[config.mk]
export PLATFORM = sky130hd
export DESIGN_NAME = aes_block_sched
export DESIGN_NICKNAME = d
export VERILOG_FILES = /design/src/rtl/aes_block_sched.sv
export SDC_FILE = /design/constraint.sdc
export NUM_CORES = 1
export LEC_CHECK = 0
export CAP_MARGIN = 20
export CORE_ASPECT_RATIO = 1.4
export CORE_MARGIN = 4
export CORE_UTILIZATION = 46
export CTS_BUF_LIST = sky130_fd_sc_hd__clkbuf_8
export CTS_CLUSTER_DIAMETER = 30
export DETAILED_ROUTE_END_ITERATION = 8
export PLACE_DENSITY = 0.78
export SYNTH_ARGS = -nofsm -noshare
export SYNTH_HDL_FRONTEND = slang
export SYNTH_SLANG_ARGS = --single-unit
[constraint.sdc]
create_clock -name clk -period 1.9 [get_ports clk]
set_input_delay 0.38 -clock clk [delete_from_list [all_inputs] [get_ports clk]]
set_output_delay 0.38 -clock clk [all_outputs]
set_load 0.01 [all_outputs]
[src/rtl/aes_block_sched.sv]
// Block scheduler between the USB RX/TX byte paths and the AES core. It packs RX bytes
// into a block, zero-pads a short final block, runs the core under a timeout, and drains the result to TX.
module aes_block_sched #(
  parameter int BLOCK_BYTES = 16,
  parameter int AES_TIMEOUT = 64
) (
  input  logic                     clk,
  input  logic                     rst,
  input  logic [7:0]               rx_byte,
  input  logic                     rx_valid,
  input  logic                     rx_eop,
  output logic                     rx_ready,
  output logic [8*BLOCK_BYTES-1:0] aes_din,
  output logic                     aes_start,
  input  logic                     aes_done,
  input  logic [8*BLOCK_BYTES-1:0] aes_dout,
  output logic [7:0]               tx_byte,
  output logic                     tx_valid,
  input  logic                     tx_ready,
  output logic                     tx_last,
  output logic                     busy,
  output logic                     err_timeout,
  output logic [15:0]              blocks_done,
  output logic [2:0]               dbg_state
);

  localparam int W  = 8 * BLOCK_BYTES;
  localparam int CW = $clog2(BLOCK_BYTES + 1);
  localparam int TW = $clog2(AES_TIMEOUT + 1);

  // Handshakes: a transfer happens on a rising clk edge where valid and ready are both 1;
  // valid never waits for ready, and data is held stable while valid=1 and ready=0.

  typedef enum logic [2:0] {
    S_IDLE  = 3'd0,
    S_FILL  = 3'd1,
    S_PAD   = 3'd2,
    S_START = 3'd3,
    S_WAIT  = 3'd4,
    S_DRAIN = 3'd5
  } state_t;

  state_t          state_q, state_d;
  logic [CW-1:0]   cnt_q, cnt_d;
  logic [CW-1:0]   drain_q, drain_d;
  logic [TW-1:0]   timer_q, timer_d;
  logic [W-1:0]    data_q, data_d;
  logic [W-1:0]    sreg_q, sreg_d;
  logic            eop_seen_q, eop_seen_d;
  logic            err_q, err_d;
  logic [15:0]     blocks_q, blocks_d;

  always_ff @(posedge clk) begin
    if (rst) begin
      state_q    <= S_IDLE;
      cnt_q      <= '0;
      drain_q    <= '0;
      timer_q    <= '0;
      data_q     <= '0;
      sreg_q     <= '0;
      eop_seen_q <= 1'b0;
      err_q      <= 1'b0;
      blocks_q   <= '0;
    end else begin
      state_q    <= state_d;
      cnt_q      <= cnt_d;
      drain_q    <= drain_d;
      timer_q    <= timer_d;
      data_q     <= data_d;
      sreg_q     <= sreg_d;
      eop_seen_q <= eop_seen_d;
      err_q      <= err_d;
      blocks_q   <= blocks_d;
    end
  end

  always_comb begin
    state_d    = state_q;
    cnt_d      = cnt_q;
    drain_d    = drain_q;
    timer_d    = timer_q;
    data_d     = data_q;
    sreg_d     = sreg_q;
    eop_seen_d = eop_seen_q;
    err_d      = err_q;
    blocks_d   = blocks_q;
    rx_ready   = 1'b0;
    aes_start  = 1'b0;
    tx_valid   = 1'b0;
    tx_last    = 1'b0;

    case (state_q)
      S_IDLE, S_FILL: begin
        rx_ready = 1'b1;
        if (rx_valid) begin
          for (int i = 0; i < BLOCK_BYTES; i++) begin
            if (cnt_q == CW'(i)) data_d[8*(BLOCK_BYTES-1-i) +: 8] = rx_byte;
          end
          cnt_d = cnt_q + 1'b1;
          if (cnt_q == CW'(BLOCK_BYTES - 1)) begin
            state_d    = S_START;
            eop_seen_d = rx_eop;
          end else if (rx_eop) begin
            state_d    = S_PAD;
            eop_seen_d = 1'b1;
          end else begin
            state_d = S_FILL;
          end
        end
      end
      S_PAD: begin
        for (int i = 0; i < BLOCK_BYTES; i++) begin
          if (CW'(i) >= cnt_q) data_d[8*(BLOCK_BYTES-1-i) +: 8] = 8'h00;
        end
        state_d = S_START;
      end
      S_START: begin
        aes_start = 1'b1;
        timer_d   = '0;
        state_d   = S_WAIT;
      end
      S_WAIT: begin
        // done takes priority over expiry when both land in the same cycle
        if (aes_done) begin
          sreg_d   = aes_dout;
          blocks_d = blocks_q + 16'd1;
          drain_d  = '0;
          state_d  = S_DRAIN;
        end else if (timer_q == TW'(AES_TIMEOUT - 1)) begin
          err_d      = 1'b1;
          cnt_d      = '0;
          eop_seen_d = 1'b0;
          state_d    = S_IDLE;
        end else begin
          timer_d = timer_q + 1'b1;
        end
      end
      S_DRAIN: begin
        tx_valid = 1'b1;
        tx_last  = eop_seen_q && (drain_q == CW'(BLOCK_BYTES - 1));
        if (tx_ready) begin
          sreg_d  = {sreg_q[W-9:0], 8'h00};
          drain_d = drain_q + 1'b1;
          if (drain_q == CW'(BLOCK_BYTES - 1)) begin
            cnt_d      = '0;
            eop_seen_d = 1'b0;
            state_d    = S_IDLE;
          end
        end
      end
      default: state_d = S_IDLE;
    endcase
  end

  assign aes_din     = data_q;
  assign tx_byte     = sreg_q[W-1 -: 8];
  assign busy        = (state_q != S_IDLE);
  assign err_timeout = err_q;
  assign blocks_done = blocks_q;
  assign dbg_state   = state_q;

endmodule

==> results by stage, run 1 <==
Clock tree:
- The later pin in the worst-skew pair is clocked with a latency of slightly below 600 ps.
- No sink is reached through more buffers than the 3 on the longest clock path.
- The clock net sink count is around 290.
- The H-tree was split into 2 levels.
- CTS placed an instance of sky130_fd_sc_hd__clkbuf_8 at the clock tree root.
- Hold repair after CTS inserted 0 buffers.
- TritonCTS built the clock tree.
- The number of buffers created by CTS is 50.
- The clock slew seen by the registers of the worst setup and hold paths is approximately 60 ps.

Logic synthesis:
- For this run, the number of Yosys warnings is 0.
- The portion of synthesized cell area occupied by the leading cell type is 0.477.
- In the synthesized netlist the async set-or-reset flop fraction comes to 0.
- Synthesis produced a netlist with a net count of about 1,600.
- sky130_fd_sc_hd__dfxtp_1 takes more of the synthesized area than any other cell.
- The synthesized design contains 0 enable-type register cells.
- The number of library cell types mapped by synthesis is 70.
- The library cell with the highest instance count after synthesis is sky130_fd_sc_hd__nand2_1.
- By area the synthesized netlist is led by sky130_fd_sc_hd__dfxtp_1 48%, sky130_fd_sc_hd__nand2_1 11%, sky130_fd_sc_hd__a311oi_1 8.9%, sky130_fd_sc_hd__mux2i_1 6.7%, sky130_fd_sc_hd__nor2_1 4.9%.
- The netlist area before placement is roughly 0.012 mm².
- Among all flip-flop cells after synthesis, the most frequent one is sky130_fd_sc_hd__dfxtp_1.
- The mean post-synth cell area is about 8.7 µm².
- The cell count after synthesis is 1,419.
- Counting instances in the post-synthesis netlist gives the leading cell types as 358 x sky130_fd_sc_hd__nand2_1, 294 x sky130_fd_sc_hd__dfxtp_1, 160 x sky130_fd_sc_hd__nor2_1.
- The share of the yosys chip area belonging to registers is 0.477.
- The synthesized design contains between 200 and 300 register bits.

Power:
- The fraction of power consumed by combinational cells is 0.189.
- The switching portion of total power is 0.276.
- The worst IR drop on VDD is 0.839 mV.
- The sequential share of power is 0.428.
- The power per cell area is 862 mW/mm².
- Summing internal, switching and leakage power gives around 16 mW.
- For this design the total switching power over the nets is approximately 4.3 mW.
- Of the total power, the clock network draws 0.382.
- The internal power consumption is about 11 mW.
- The standby leakage power is around 8.3 nW.

Placement:
- The HPWL after detailed placement is ~27,000 µm.
- Timing analysis after detailed placement gives a worst setup slack of -325 ps.
- The count of buffers added on input and output ports is 302.
- The final weighted congestion of routability-driven global placement is approximately 0.9.
- After detailed placement, the total cell area comes to 0.0163 mm².

Timing:
- The post-route clock period utilization is 1.07.
- For this run, the top clock speed supported by timing is between 400 and 500 MHz.
- Setup violations remaining at the end of the flow were counted as 2.
- The setup clock skew after layout is 20.7 ps.
- Across all setup checks in the final design, the least slack found is -137 ps.
- The transition time at the pin with the least slew margin is approximately 670 ps.
- The final hold violation count came to 0.
- The worst slew slack as a fraction of its limit is 0.552.
- The worst hold-check slack is ~300 ps.
- Setup repair after global routing could not meet its margin everywhere.
- The number of pins exceeding their max-slew limit in the final report is 0.
- The time the worst path needs with I/O delays and setup is 2040 ps.

Outcome:
- The final reports fail on negative setup slack.
- The flow ran to the end, but the final reports show violations.

Global route:
- The most used routing layer in global routing is met2.
- The aggregate global routing overflow is 0.
- The met3 global-route usage is 0.101.
- The overall routing resource usage is 0.256.
- Entering global routing, the biggest net connects 128 pins.
- The via count of the first global-routing pass is 11,986.
- The met2 track demand over resource is 0.442.
- The first global-routing pass estimated 62,200 µm of wire.
- The met1 global-route usage is 0.281.
- The initial antenna violation count was 6.

Cells and area:
- The final standard cell area without fillers is 0.0183 mm².
- The net count of the finished layout is approximately 1,900.
- The area overhead of the layout relative to synthesis is 48.2%.
- The fill cell instance count of the final layout is just under 2,000.
- The ratio of cells with drive above 1 in the final layout is 0.166.

Critical path:
- The capturing element type of the critical path is an output pin.
- The largest fanout on the critical path is 2.
- The capture instance of the worst register-to-register path is sreg_q[57]$_SDFFE_PP0P_.
- For the worst setup path, the data required time is 1520 ps.
- The worst register-to-register path begins at dbg_state[0]$_SDFFE_PP0P_.
- The setup path with the least slack is of type flop to output pin.
- The maximum single-stage delay on the critical path is roughly 340 ps.
- The worst-case register-to-register setup slack is ~30 ps.
- The largest individual stage delay along the critical path comes from the cell sky130_fd_sc_hd__dfxtp_2.
- STA classifies the critical path startpoint as a flop.
- The worst reg-to-reg path cell count is 8.
- The critical path data arrival time is 1660 ps.
- The critical path goes through ha_4 -> and3_4 -> ha_4 -> and3_4 -> buf_6.

Die:
- The area of the core region is 0.0263 mm².
- The initialized floorplan defines 70 standard-cell rows.
- The total die area is ~0.030 mm².
- In this run the vertical extent of the chip is 202 µm.
- From left edge to right edge, the die measures between 100 and 150 µm.
- The I/O pin count is 303.
- The initial cell density of the core is 0.469.

Flow run:
- Across the run, the number of max-cap violations was 0.

Route:
- The routed length per instance is around 20 µm.
- The post-detailed-route via-to-cell ratio is about 5.7.
- The total length of routed wires is about 42,000 µm.
- The pre-antenna-repair detailed-routing pass consisted of 5 iterations.
- The count of nets left with antenna violations after detail routing is 0.
- The residual DRC count is 0.
- For this block, the initial DRC count from the detailed router was 621.
- The overall via count from detail_route is 12,220.

Worst hold path:
- The end point of the worst hold path is aes_din[39]$_SDFFE_PP0P_.
- The startpoint identified for the worst hold timing path is rst.
- The hold-critical path depth is 3.
- The path class of the tightest hold or removal check is input port to flop.
==> final cells by class <==
class	count	area [µm²]	area share
Clock buffer	65	895	0.0489
Multi-Input combinational cell	981	6040	0.330
Inverter	20	80.1	0.00438
Clock inverter	26	188	0.0103
Sequential cell	294	5900	0.323
Timing Repair Buffer	441	4770	0.261
Antenna cell	3	7.51	0.000411
Tap cell	324	405	0.0222
==> power groups by stage <==
stage	Clock [mW]	Combinational [mW]	Sequential (mW)
finish	6.02	2.98	6.75
global route	6.40	3.18	6.78
CTS	6.09	2.76	6.74
detailed placement	0	2.67	6.87
global placement	0	2.63	6.85
floorplan	0	1.30	6.90
==> state kept, by name, indices dropped and copies added, names as in the netlist <==
register / flops
aes_din: 128
sreg_q: 128
dbg_state: 3
drain_q: 5
cnt_q: 5
err_timeout: 1
eop_seen_q: 1
timer_q: 7
blocks_done: 16
==> placed cells by master, fill, tap and decap left out, types with 7 or more instances in the layout <==
cell	synthesis	layout
sky130_fd_sc_hd__a21oi_1	20	19
sky130_fd_sc_hd__a22o_1	9	9
sky130_fd_sc_hd__a22oi_1	8	8
sky130_fd_sc_hd__a311oi_1	126	118
sky130_fd_sc_hd__a311oi_2	0	8
sky130_fd_sc_hd__a31o_2	8	8
sky130_fd_sc_hd__a31oi_1	11	10
sky130_fd_sc_hd__a32o_1	16	16
sky130_fd_sc_hd__and2_1	10	10
sky130_fd_sc_hd__buf_12	0	22
sky130_fd_sc_hd__buf_4	11	88
sky130_fd_sc_hd__buf_6	1	18
sky130_fd_sc_hd__clkbuf_16	0	11
sky130_fd_sc_hd__clkbuf_8	0	65
sky130_fd_sc_hd__clkdlybuf4s50_1	0	204
sky130_fd_sc_hd__clkinv_2	0	7
sky130_fd_sc_hd__dfxtp_1	294	286
sky130_fd_sc_hd__dlygate4sd2_1	0	36
sky130_fd_sc_hd__dlymetal6s2s_1	0	56
sky130_fd_sc_hd__inv_1	19	25
sky130_fd_sc_hd__mux2i_1	83	83
sky130_fd_sc_hd__nand2_1	358	356
sky130_fd_sc_hd__nand3_1	35	34
sky130_fd_sc_hd__nor2_1	160	159
sky130_fd_sc_hd__o21ai_0	8	8
sky130_fd_sc_hd__o32ai_1	8	8
sky130_fd_sc_hd__xnor2_1	7	7
==> layer usage <==
metal	up-vias	wire (µm)
li1	5767	-
met1	5792	15400
met2	543	21000
met3	112	4360
met4	6	1530
met5	-	51
==> how the worst max path moves through the flow <==
stage / start / end
3_3_place_gp: rx_valid / aes_din[34]$_SDFFE_PP0P_
3_5_place_dp: rx_valid / aes_din[34]$_SDFFE_PP0P_
5_1_grt: drain_q[1]$_SDFFE_PP0P_ / tx_last
6_report: drain_q[1]$_SDFFE_PP0P_ / tx_last
2_1_floorplan: dbg_state[1]$_SDFFE_PP0P_ / aes_din[32]$_SDFFE_PP0P_
4_1_cts: drain_q[1]$_SDFFE_PP0P_ / tx_last
==> critical path, delay by kind of cell, from the launching register on <==
kind	cells	cell delay, ps
buf+inv	1	120
simple gates	2	320
flops	1	340
fa+ha+maj	2	310
==> kinds of logic after synthesis <==
group | Yosys count | share of synthesized area
buffers and inverters | 144 | 0.0526
adder cells (fa/ha/maj) | 7 | 0.00710
AO/OA/AOI/OAI | 256 | 0.174
AND/OR/NAND/NOR | 624 | 0.214
XOR/XNOR | 11 | 0.00781
flip-flops | 294 | 0.477
multiplexers | 83 | 0.0674
==> what timing repair did <==
action,in CTS,in global routing
resized for setup,101,94
buffers inserted,11,11
setup endpoints to repair,105,233
pin swaps,22,7
gates cloned,1,13
==> metrics by stage <==
stage	utilization	TNS (ps)	instances
floorplan	-	0	1419
global placement	0.621	-41890	2028
detailed placement	0.621	-49610	2028
CTS	0.670	-508	2131
global route	0.696	-755	2153
finish	0.696	-151	2154
(Power assumes the default switching activity.)
==> run 2, diff against run 1 <==
--- a/config.mk
+++ b/config.mk
@@ -13,6 +13,7 @@
 export CTS_CLUSTER_DIAMETER = 30
 export DETAILED_ROUTE_END_ITERATION = 8
 export PLACE_DENSITY = 0.78
+export SKIP_LAST_GASP = 1
 export SYNTH_ARGS = -nofsm -noshare
 export SYNTH_HDL_FRONTEND = slang
 export SYNTH_SLANG_ARGS = --single-unit
==> run 2 against run 1 <==
Compared with the run above: the run still ends with negative setup slack left; largest power group unchanged; non-clock buffer count shrank 6; setup slack worse by 3.9 ps; highest routed layer unchanged; core utilization is 0.72 points lower; wire length shrank 3.0%; first-iteration DRC count decreased by 6.4%; critical path type unchanged; global-route usage shrank 0.057 points; final area decreased by 1.0%; die area stayed put; clock power barely moved.
==> results by stage, run 2 (same netlist as run 1, synthesis figures left out) <==
Critical path:
- STA classifies the critical path endpoint as an output pin.
- The critical path data arrival time is 1660 ps (about the same).
- Walking the worst path, the cells encountered are ha_4 -> and3_4 -> ha_4 -> and3_4 -> buf_6.
- The number of buffer and inverter stages on the critical path is 1 (unchanged).
- The critical-path cell with the highest stage delay is sky130_fd_sc_hd__dfxtp_2.
- The critical setup path kind is flop to output pin.
- The maximum single-stage delay on the critical path came to 340 ps (about the same).
- The family with the most delay on the worst path is flip-flops.
- The worst setup path is launched from a flop.
- The required time of the worst setup path is 1520 ps (about the same).
- The largest fanout on the critical path is 2 (unchanged).

Global route:
- The initial antenna violation count was 6 (unchanged).
- The via count of the first global-routing pass was 12,004 (+0.15%).
- The maximum number of pins on one net before global-route repair was 128 (unchanged).
- The aggregate global routing overflow was 0 (unchanged).
- The global-route wire length before repair was 62,100 µm (-0.22%).
- The overall routing resource usage is 0.255 (-0.000569).

Worst hold path:
- The path class of the tightest hold or removal check is input port to flop.

Flow run:
- The total of max-cap violations is 0 (unchanged).

Cells and area:
- The number of nets in the final layout is 1,931 (-0.31%).
- Leaving out fill and tap cells, the most frequent cells in the layout are 357 x sky130_fd_sc_hd__nand2_1, 286 x sky130_fd_sc_hd__dfxtp_1, 204 x sky130_fd_sc_hd__clkdlybuf4s50_1.
- Leaving out fill and tap cells, the most frequent cell in the layout is sky130_fd_sc_hd__nand2_1.
- The ratio of cells with drive above 1 in the final layout came to 0.160 (-0.00659).
- The number of cells in the finished layout apart from fillers is 2,148 (-0.28%).
- Relative to the synthesized area, the layout overhead comes to 46.7%.
- The final standard cell utilization of the core is 0.689 (-0.00719).

Placement:
- The total half-perimeter wirelength after legalization and detailed placement is 27,000 µm (unchanged).
- The number of I/O port buffers is 302 (unchanged).
- The final weighted congestion of routability-driven global placement is 0.880 (unchanged).
- The total instance count after detailed placement is 2,028 (unchanged).

Route:
- The count of nets left with antenna violations after detail routing is 0 (unchanged).
- The post-detailed-route via-to-cell ratio is 5.61 (-1.2%).
- The first-pass detailed-route iteration total is 5 (unchanged).
- The routed length per instance is 19.1 µm (-2.7%).
- The total length of routed wires is 41,100 µm (-3.0%).
- The starting DRC count in detailed routing is 581 (-6.4%).
- The overall via count from detail_route came to 12,042 (-1.5%).
- The residual DRC count is 0 (unchanged).

Power:
- The standby leakage power came to 8.26 nW (-0.89%).
- The worst IR drop on VDD was 0.840 mV (about the same).
- The power per cell area is 866 mW/mm² (+0.46%).

Die:
- The floorplan die height is 202 µm (unchanged).
- The total die area was 0.0295 mm² (unchanged).
- The initial cell density of the core came to 0.469 (unchanged).
- The number of rows created at floorplan came to 70 (unchanged).
- The I/O pin count came to 303 (unchanged).
- The area of the core region is 0.0263 mm² (unchanged).
- The die width is 146 µm (unchanged).

Timing:
- The achievable clock frequency came to 490 MHz (-0.19%).
- The final hold violation count is 0 (unchanged).
- The setup TNS is -225 ps (-73.1 ps).
- The number of pins exceeding their max-slew limit in the final report is 0 (unchanged).
- The worst path setup slack after routing is -141 ps (-3.86 ps).
- The transition time at the pin with the least slew margin is 652 ps (-19.2 ps).
- Setup repair after global routing could not meet its margin everywhere.
- The post-route clock period utilization is 1.07 (+0.00203).
- The worst slew slack as a fraction of its limit is 0.565 (+0.0128).
- The count of endpoints failing setup in the final report is 7 (+5).
- The setup clock skew after layout came to 22.6 ps (+1.92 ps).
- The time the worst path needs with I/O delays and setup is 2040 ps (+3.86 ps).

Clock tree:
- The latest clock arrival within the worst-skew pair is 580 ps (about the same).
- In this run the clock root is driven by a sky130_fd_sc_hd__clkbuf_8.
- The clock slew seen by the registers of the worst setup and hold paths is 60 ps (about the same).
- The number of buffers created by CTS was 50 (unchanged).
- The count of hold buffers inserted by post-cts repair came to 0 (unchanged).
- The TritonCTS clock tree is built.
- The maximum buffer depth of the clock tree is 3 (unchanged).
- The number of levels in the clock H-tree came to 2 (unchanged).
- The clock net sink count is 294 (unchanged).

Outcome:
- The checks that failed: negative setup slack.
- The flow ran to the end, but the final reports show violations.
run 2: tightest hold or removal path, cell delays in order:
cell and delay (ps):
sky130_fd_sc_hd__buf_6 110, sky130_fd_sc_hd__a21oi_2 90, sky130_fd_sc_hd__a31o_2 240
run 2: cell type report:
cell class / count / area, µm²
inverters: 20 / 80.1
fillers: 2020 / 8180
clock buffers: 65 / 895
clock inverters: 26 / 188
diodes: 3 / 7.51
well taps: 324 / 405
flip-flops and latches: 294 / 5900
repair buffers: 435 / 4620
multi-input cells: 981 / 6000
run 2: final timing paths:
kind / from / cells past startpoint / slack (ps) / end
min reg2reg: aes_din[69]$_SDFFE_PP0P_ / 2 / 460 / aes_din[69]$_SDFFE_PP0P_
min: rst / 3 / 300 / aes_din[39]$_SDFFE_PP0P_
max: drain_q[1]$_SDFFE_PP0P_ / 5 / -140 / tx_last
max reg2reg: dbg_state[0]$_SDFFE_PP0P_ / 9 / -20 / sreg_q[87]$_SDFFE_PP0P_
run 2: repair_timing:
| item | CTS | global route |
|---|---|---|
| pin swaps | 5 | 7 |
| resized for setup | 90 | 90 |
| setup buffers | 11 | 10 |
| cloned | 1 | 7 |
| setup endpoints to repair | 105 | 233 |
run 2: metal layers:
layer  vias to the layer above  routed length (µm)  GRT usage
li1                       5752                   -          -
met1                      5644               15100      0.281
met2                       524               20300      0.440
met3                       116                4260      0.101
met4                         6                1390     0.0978
met5                         -                  46          0
run 2: where the power goes:
group | internal, mW | switching [mW]
registers | 6.54 | 0.207
logic | 1.46 | 1.43
clock network | 3.36 | 2.66
total | 11.4 | 4.30
run 2: per-stage QoR:
step                      total power [mW]  worst slack, ps  hold slack [ps]  instance area (µm²)
after global routing                  16.3             -195              303                18100
after global placement                9.48             -284              443                16300
final                                 15.7             -141              297                18100
after detailed placement              9.53             -325              452                16300
after CTS                             15.6             -179              333                17600
after floorplan                       8.20             66.0              449                12300
==> run 3, diff against run 2 <==
--- a/config.mk
+++ b/config.mk
@@ -13,6 +13,7 @@
 export CTS_CLUSTER_DIAMETER = 30
 export DETAILED_ROUTE_END_ITERATION = 8
 export PLACE_DENSITY = 0.78
+export SKIP_CTS_REPAIR_TIMING = 1
 export SKIP_LAST_GASP = 1
 export SYNTH_ARGS = -nofsm -noshare
 export SYNTH_HDL_FRONTEND = slang
==> run 3 against run 2 <==
Compared with the run above: the flow still finishes with violations (negative setup slack); non-clock buffer count down 8; global-route usage is 0.50 points lower; fmax decreased by 0.95%; sequential power about the same; clock power is essentially flat; combinational power is essentially flat; register-to-register slack better by 60 ps.
==> results by stage, run 3 (same netlist as run 1, synthesis figures left out) <==
Clock tree:
- The clock net sink count came to 294 (unchanged).
- The TritonCTS clock tree is built.
- The number of buffers created by CTS is 50 (unchanged).
- The root buffer cell chosen for the clock tree is sky130_fd_sc_hd__clkbuf_8.
- The number of levels in the clock H-tree is 2 (unchanged).
- The latest clock arrival within the worst-skew pair is 590 ps (about the same).
- The clock slew seen by the registers of the worst setup and hold paths is 60 ps (about the same).
- The maximum buffer depth of the clock tree came to 3 (unchanged).

Flow run:
- The total of max-cap violations is 0 (unchanged).

Global route:
- The overall routing resource usage is 0.250 (-0.00503).
- The global-route wire length before repair is 61,000 µm (-1.7%).
- The aggregate global routing overflow was 0 (unchanged).
- The via count of the first global-routing pass is 11,909 (-0.79%).
- The initial antenna violation count came to 6 (unchanged).
- The maximum number of pins on one net before global-route repair is 128 (unchanged).

Placement:
- The number of I/O port buffers was 302 (unchanged).
- The total half-perimeter wirelength after legalization and detailed placement is 27,000 µm (unchanged).
- The final weighted congestion of routability-driven global placement is 0.880 (unchanged).

Die:
- The area of the core region is 0.0263 mm² (unchanged).
- The total die area is 0.0295 mm² (unchanged).
- The die width is 146 µm (unchanged).
- The floorplan die height was 202 µm (unchanged).
- The number of rows created at floorplan came to 70 (unchanged).
- The initial cell density of the core is 0.469 (unchanged).
- The I/O pin count came to 303 (unchanged).

Power:
- The switching power summed over all nets came to 4.28 mW (-0.40%).
- The overall power is 15.6 mW (-0.21%).
- The fraction of power consumed by combinational cells is 0.183 (-0.002).
- The worst IR drop on VDD was 0.846 mV (+0.77%).
- The standby leakage power was 8.69 nW (+5.3%).
- The internal power consumption was 11.3 mW (-0.13%).
- The sequential share of power is 0.432 (about the same).
- The switching portion of total power is 0.274 (-0.000538).
- The share of power burned in the clock network came to 0.385 (about the same).
- The power per cell area is 863 mW/mm² (-0.37%).

Timing:
- The count of endpoints failing setup in the final report is 3 (-4).
- The worst slew slack as a fraction of its limit is 0.585 (+0.0197).
- The setup TNS was -237 ps (-12.6 ps).
- The transition time at the pin with the least slew margin is 623 ps (-29.6 ps).
- The time the worst path needs with I/O delays and setup is 2060 ps (+19.5 ps).
- The post-route clock period utilization is 1.08 (+0.0103).
- The achievable clock frequency is 485 MHz (-0.95%).
- The worst path setup slack after routing is -161 ps (-19.5 ps).
- The number of pins exceeding their max-slew limit in the final report is 0 (unchanged).
- The setup clock skew after layout came to 35.2 ps (+12.6 ps).
- Setup repair after global routing could not meet its margin everywhere.
- The final hold violation count came to 0 (unchanged).

Critical path:
- The critical path data arrival time was 1680 ps (+20 ps).
- By startpoint and endpoint, the worst setup path is classified as flop to output pin.
- The required time of the worst setup path is 1520 ps (about the same).
- The maximum single-stage delay on the critical path is 330 ps (about the same).
- The critical path goes through ha_4 -> and3_4 -> ha_4 -> and3_4 -> buf_6.
- The critical-path cell with the highest stage delay is sky130_fd_sc_hd__dfxtp_2.
- STA classifies the critical path startpoint as a flop.
- The largest fanout on the critical path was 2 (unchanged).
- The worst setup path is captured at an output pin.
- The worst reg-to-reg path cell count is 7 (-2).

Route:
- The total length of routed wires was 40,900 µm (-0.42%).
- The first-pass detailed-route iteration total is 5 (unchanged).
- The residual DRC count is 0 (unchanged).
- The overall via count from detail_route was 12,045 (+0.025%).
- The routed length per instance is 19.1 µm (about the same).
- The count of nets left with antenna violations after detail routing was 0 (unchanged).
- The post-detailed-route via-to-cell ratio is 5.63 (+0.40%).
- The starting DRC count in detailed routing is 608 (+4.6%).

Worst hold path:
- The hold-critical path depth is 3 (unchanged).
- The worst hold path belongs to the class input port to flop.

Outcome:
- The checks that failed: negative setup slack.
- The flow ran to the end, but the final reports show violations.

Cells and area:
- From synthesis to final layout, the design area changed by 46.9%.
- In the layout the commonest cells are 358 x sky130_fd_sc_hd__nand2_1, 282 x sky130_fd_sc_hd__dfxtp_1, 204 x sky130_fd_sc_hd__clkdlybuf4s50_1.
- The number of nets in the final layout was 1,923 (-0.41%).
- The ratio of cells with drive above 1 in the final layout was 0.162 (+0.00236).
- The library cell used most frequently in the layout, excluding fill and tap cells, is sky130_fd_sc_hd__nand2_1.
-- run 3: worst max-delay path, delay by kind of cell, from the launching register on --
family,cells,cell delay [ps]
fa+ha+maj,2,310
buf+inv,1,120
flops,1,330
simple gates,2,340
-- run 3: path summary, 6_finish.rpt --
path,from,end,slack (ps)
worst min-delay path,rst,aes_din[37]$_SDFFE_PP0P_,300
worst max-delay path,drain_q[1]$_SDFFE_PP0P_,tx_last,-160
worst min register to register,aes_din[69]$_SDFFE_PP0P_,aes_din[69]$_SDFFE_PP0P_,460
worst max register to register,dbg_state[1]$_SDFFE_PP0P_,aes_din[24]$_SDFFE_PP0P_,40
-- run 3: layout make-up --
type                    count  area (µm²)
clock buffers              65         895
multi-input cells         981        6020
inverters                  20        77.6
clock inverters            26         188
repair buffers            427        4620
flip-flops and latches    294        5910
well taps                 324         405
diodes                      3        7.51
fillers                  1969        8160
-- run 3: power groups by stage --
| stage | sequential (mW) | combinational (mW) | clock (mW) |
|---|---|---|---|
| 2_1_floorplan | 6.90 | 1.30 | 0 |
| 3_3_place_gp | 6.85 | 2.63 | 0 |
| 3_5_place_dp | 6.87 | 2.67 | 0 |
| 4_1_cts | 6.74 | 2.69 | 6.09 |
| 5_1_grt | 6.78 | 3.07 | 6.40 |
| 6_report | 6.75 | 2.87 | 6.02 |
-- run 3: through the flow --
stage                     instances  worst slack [ps]  utilization  area [µm²]  hold slack [ps]
after floorplan                1419              66.0            -       12300              449
after global placement         2028              -284        0.621       16300              443
after detailed placement       2028              -325        0.621       16300              452
after CTS                      2119              -665        0.662       17400              333
after global routing           2139              -225        0.690       18100              302
final                          2140              -161        0.690       18100              298
-- run 3: per-layer routing --
metal	global-route usage	vias to the layer above	share of wire
li1	-	5735	-
met1	0.276	5730	0.37
met2	0.429	479	0.50
met3	0.101	95	0.096
met4	0.0962	6	0.033
met5	0	-	0.0011
